## src/rtl/alu_cmd_issuer.sv

```systemverilog
// Command front-end for a combinational 4-bit ALU: accepts op commands, iterates them
// through the ALU with S fed back as A, and returns result/flags over a response handshake.
module alu_cmd_issuer #(
  parameter int DW    = 4,
  parameter int CNT_W = 4
) (
  input  logic             clk,
  input  logic             rst_n,
  input  logic             cmd_valid,
  output logic             cmd_ready,
  input  logic [1:0]       cmd_op,
  input  logic [DW-1:0]    cmd_a,
  input  logic [DW-1:0]    cmd_b,
  input  logic             cmd_use_acc,
  input  logic [CNT_W-1:0] cmd_rep,
  input  logic             acc_clr,
  output logic [DW-1:0]    alu_a,
  output logic [DW-1:0]    alu_b,
  output logic [1:0]       alu_op,
  input  logic [DW-1:0]    alu_s,
  input  logic             alu_cout,
  output logic             rsp_valid,
  input  logic             rsp_ready,
  output logic [DW-1:0]    rsp_data,
  output logic             rsp_cout,
  output logic             rsp_zero,
  output logic [CNT_W-1:0] rsp_ccnt
);

  typedef enum logic [1:0] {IDLE, EXEC, RESP} state_t;

  state_t           state, state_nxt;
  logic [DW-1:0]    acc;
  logic [CNT_W-1:0] remaining;
  logic [CNT_W-1:0] ccnt;
  logic             accept;
  logic             last_iter;
  logic             carry;

  function automatic logic [CNT_W-1:0] sat_inc(input logic [CNT_W-1:0] v, input logic inc);
    if (inc && (v != {CNT_W{1'b1}}))
      return v + {{(CNT_W-1){1'b0}}, 1'b1};
    return v;
  endfunction

  // Logic ops have no meaningful carry; only ADD/SUB (op[1]=1) propagate it.
  function automatic logic op_carry(input logic [1:0] op, input logic c);
    return op[1] & c;
  endfunction

  assign accept    = cmd_valid & cmd_ready;
  assign last_iter = (remaining == {{(CNT_W-1){1'b0}}, 1'b1});
  assign carry     = op_carry(alu_op, alu_cout);
  assign rsp_valid = (state == RESP);

  always_ff @(posedge clk or negedge rst_n) begin
    if (!rst_n) state <= IDLE;
    else        state <= state_nxt;
  end

  always_comb begin
    state_nxt = state;
    cmd_ready = 1'b0;
    case (state)
      IDLE: begin
        cmd_ready = rst_n;
        if (cmd_valid) state_nxt = EXEC;
      end
      EXEC: if (last_iter) state_nxt = RESP;
      RESP: if (rsp_ready) state_nxt = IDLE;
      default: state_nxt = IDLE;
    endcase
  end

  always_ff @(posedge clk or negedge rst_n) begin
    if (!rst_n) begin
      acc       <= '0;
      alu_a     <= '0;
      alu_b     <= '0;
      alu_op    <= '0;
      remaining <= '0;
      ccnt      <= '0;
      rsp_data  <= '0;
      rsp_cout  <= 1'b0;
      rsp_zero  <= 1'b0;
      rsp_ccnt  <= '0;
    end else begin
      case (state)
        // Fetch: a same-edge clear wins over the accumulator read.
        IDLE: begin
          if (acc_clr) acc <= '0;
          if (accept) begin
            alu_a     <= cmd_use_acc ? (acc_clr ? '0 : acc) : cmd_a;
            alu_b     <= cmd_b;
            alu_op    <= cmd_op;
            remaining <= (cmd_rep == '0) ? {{(CNT_W-1){1'b0}}, 1'b1} : cmd_rep;
            ccnt      <= '0;
          end
        end
        // Iterate: ALU output settles within the cycle and is folded back as A.
        EXEC: begin
          acc       <= alu_s;
          alu_a     <= alu_s;
          ccnt      <= sat_inc(ccnt, carry);
          remaining <= remaining - {{(CNT_W-1){1'b0}}, 1'b1};
          if (last_iter) begin
            rsp_data <= alu_s;
            rsp_cout <= carry;
            rsp_zero <= (alu_s == '0);
            rsp_ccnt <= sat_inc(ccnt, carry);
          end
        end
        default: ;
      endcase
    end
  end

endmodule

```

## config.mk

```make
export PLATFORM = sky130hd
export DESIGN_NAME = alu_cmd_issuer
export DESIGN_NICKNAME = d
export VERILOG_FILES = /design/src/rtl/alu_cmd_issuer.sv
export SDC_FILE = /design/constraint.sdc
export NUM_CORES = 1
export LEC_CHECK = 0
export ABC_AREA = 0
export BUFFER_PORTS_ARGS = -buffer_cell sky130_fd_sc_hd__buf_2
export CAP_MARGIN = 10
export CELL_PAD_IN_SITES_DETAIL_PLACEMENT = 1
export CELL_PAD_IN_SITES_GLOBAL_PLACEMENT = 1
export CORE_MARGIN = 1.5
export CORE_UTILIZATION = 41
export DETAILED_ROUTE_END_ITERATION = 12
export PLACE_DENSITY_LB_ADDON = 0.2
export SLEW_MARGIN = 20
export SYNTH_ARGS = -nofsm -noshare
export SYNTH_HDL_FRONTEND = slang
export SYNTH_SLANG_ARGS = --single-unit
```

## constraint.sdc

```tcl
create_clock -name clk -period 3.5 [get_ports clk]
set_input_delay 0 -clock clk [delete_from_list [all_inputs] [get_ports clk]]
set_output_delay 0 -clock clk [all_outputs]
set_load 0.02 [all_outputs]
```

==> out/metrics.json <==
{
  "ys_ff_latch": 34,
  "switching_power_uw": 779,
  "finalHoldViolCount": 1,
  "outcome": "finished, violations left",
  "p_clk_share_pct": 22.2,
  "floorplan.die.height_um": 65.6,
  "cts_inserted_buffers": 5,
  "worst-endpoint-arrival_ns": 2.30,
  "cp.required_ns": 3.71,
  "critical_path.reg2reg.startpoint": "state[0]",
  "clk_pin_slew_worst_paths_ns": 0.08,
  "grt_antenna_before_repair": 0,
  "min-delay-start": "alu_s[3]",
  "finalClockSkew_ns": 0.00715,
  "globalRouteOverflowTotal": 0,
  "critPathKind": "input port to flip-flop",
  "post_synth.cell_area_avg_sq_um": 10.5,
  "total_of_buffers_placed_on_input_and_output_ports": 46,
  "flop_pwr_share_pct": 37.0,
  "grt_pass1_wl_mm": 7.14,
  "yosys.area_share.xor_xnor_pct": 1.09,
  "cts_num_sinks": 34,
  "ir_worst_vdd_mv": 0.448,
  "nets": 244,
  "maximum_level_of_the_cts_h_tree": 2,
  "ys_top_cells_by_area": "dfrtp_1 53%, nand2_1 7.2%, mux2_1 3.5%",
  "yosysMostFrequentCell": "dfrtp_1",
  "power_frac_comb_pct": 40.8,
  "cts_tree": "yes",
  "layout_setup_ws_ns": 1.41,
  "syn-instance-count": 153,
  "vias": 1443,
  "grt_setup_unrepaired": "false",
  "cts.root.buffer_cell": "clkbuf_8",
  "simple_gate_fraction_of_synth_area_pct": 19.0,
  "synth_area_leader_cell": "dfrtp_1",
  "gp_congestion": 0.762,
  "synth-compound-area-share_pct": 15.7,
  "drt_drc_violations_left": 0,
  "yosys.cell_types.count": 39,
  "final.hold.worst_slack_ns": -0.00172,
  "place_worst_setup_slack_ns": 1.58,
  "yosysWarnings": 0,
  "detailedPlacementHpwl_mm": 3.01,
  "clock_insertion_delay_at_the_later_pin_of_the_skew_report_ns": 0.28,
  "synthMuxAreaShare_pct": 5.46,
  "synth_enable_flop_cells": 0,
  "timing.final.crit_share_pct": 59.8,
  "crit_path_end_kind": "flip-flop",
  "detail_route.vias_per_cell": 5.45,
  "coreArea_sq_um": 3720,
  "floorplan.initialDensity_pct": 43.2,
  "crit_path_max_fanout": 37,
  "drt_pre_antenna_iters": 4,
  "cell_count_after_placement": 244,
  "postCtsResizedCells": 0,
  "slew-limit-headroom_pct": 46.2,
  "fmax_mhz": 478,
  "die_outline_area_sq_um": 4300,
  "grt_pass1_vias": 1501,
  "grt_start_max_net_pins": 38,
  "synth_async_sr_flop_share_pct": 100,
  "synth_common_cells": "34 x dfrtp_1, 31 x nand2_1, 9 x a21oi_1",
  "power.static_leakage_uw": 0.00106,
  "worstMarginPinSlew_ns": 0.802,
  "net_count_after_synthesis": 181,
  "final_max_tran_viols": 0,
  "die-width_um": 65.6,
  "final_sum_of_negative_setup_slack_ns": 0,
  "worstHoldPathCells": 2,
  "cellPowerDensity_nw_per_um2": 911,
  "wl_mm": 4.38,
  "hold_path_class": "input port to flip-flop",
  "fin_total_pwr_uw": 1960,
  "antenna-diode-count": 0,
  "wire_per_inst_um": 16.5,
  "cell_depth_of_the_worst_flop_to_flop_path": 4,
  "synthesis.area_sq_um": 1610,
  "intPower_uw": 1180,
  "hold-path-endpoint": "rsp_data[3]",
  "drt.antenna.violating_nets": 0,
  "finalSetupViolations": 0,
  "post_cts_buffers": 0,
  "largest_family_of_logic_cells_by_synthesized_area": "simple AND/OR/NAND/NOR gates",
  "r2r_setup_slack_ns": 1.58,
  "worstSetupStartpointType": "input port",
  "fillers": 447,
  "initialDrtViolationCount": 57,
  "fp-row-count": 22,
  "drive_above_1_share_pct": 28.6,
  "cap_viol_max_count": 0,
  "synth.top_cell.area_share_pct": 53.0,
  "cts.hold.buffers_added": 13,
  "floorplan.io_pins": 47,
  "grt_use_total_pct": 22.0,
  "failed_checks": "negative hold slack",
  "cts-root-to-sink-buffers": 2,
  "synthAdderAreaFrac_pct": 2.34,
  "worst_r2r_endpoint": "rsp_data[3]",
  "post_layout_nonfiller_instances": 265,
  "syn2layout_area_growth_pct": 33.7,
  "finalCriticalPeriod_ns": 2.09,
  "p_sw_share_pct": 39.8,
  "ys.flop_type": "dfrtp_1",
  "yosysSeqAreaShare_pct": 53.0
}
## routing by layer
metal  GRT usage, %  vias up  part of all wire, %  wire, um
li1               -      664                    -         -
met1           26.2      734                   41      1790
met2           40.6       35                   54      2390
met3           3.94       10                  3.2       140
met4           5.99        0                  1.3        57
met5              0        -                    0         0
## final cells by class
class	instances	area [sq um]	area share (%)
flip-flops and latches	34	851	39.6
clock buffers	5	68.8	3.21
well taps	48	60.1	2.80
multi-input cells	109	701	32.6
repair buffers	62	383	17.8
clock inverters	3	68.8	3.21
inverters	4	15.0	0.699
## worst max path at each step
stage	startpoint	endpoint	cells after the start
2_1_floorplan	ccnt[0]	rsp_ccnt[1]	4
3_3_place_gp	rst_n	remaining[3]	5
3_5_place_dp	state[0]	rsp_data[3]	4
4_1_cts	rst_n	remaining[3]	6
5_1_grt	rst_n	ccnt[2]	7
6_report	rst_n	ccnt[2]	7
## power by group through the flow
stage                     Sequential (uW)  Combinational, uW  Clock, uW
final                                 724                799        433
after global routing                  749                878        459
after CTS                             724                808        440
after detailed placement              727                780          0
after global placement                708                744          0
after floorplan                       824                415          0
## layout by cell type, fill, tap and decap left out, types with 5 or more instances in the layout
master / Yosys / final
dfrtp_1: 34 / 34
dlygate4sd3_1: 0 / 13
mux2_1: 5 / 5
a221o_1: 5 / 5
nand2_1: 31 / 31
a21oi_1: 9 / 9
o21ai_1: 5 / 5
clkbuf_8: 0 / 5
buf_2: 4 / 46
## registers in the layout, summed over array words and instances (netlist names)
register and flops:
acc 4, alu_a 4, alu_b 4, ccnt 4, remaining 4, rsp_ccnt 4, rsp_data 4, alu_op 2
state 2, rsp_cout 1, rsp_zero 1
## worst max-delay path, stage by stage
cell and delay [ns]:
dlygate4sd3_1 0.52, buf_2 0.09, buf_4 0.39, nand4bb_1 0.72, nand2_1 0.31, a21oi_1 0.12, nor3_1 0.13
## kinds of logic (layout without fill, tap and decap cells)
| group | Yosys count | after routing |
|---|---|---|
| simple gates | 61 | 61 |
| buf+inv | 10 | 74 |
| mux | 8 | 8 |
| xor+xnor | 2 | 2 |
| flops | 34 | 34 |
| compound gates | 35 | 35 |
| fa+ha+maj | 3 | 3 |
## per-stage QoR
step	utilization (%)	hold WS (ns)	instance area [sq um]
global placement	50.6	0.0539	1880
CTS	57.8	0.00627	2150
finish	57.8	-0.00172	2150
detailed placement	50.6	0.0642	1880
global route	57.8	0.0170	2150
floorplan	-	-0.296	1610
(Power assumes the default switching activity.)
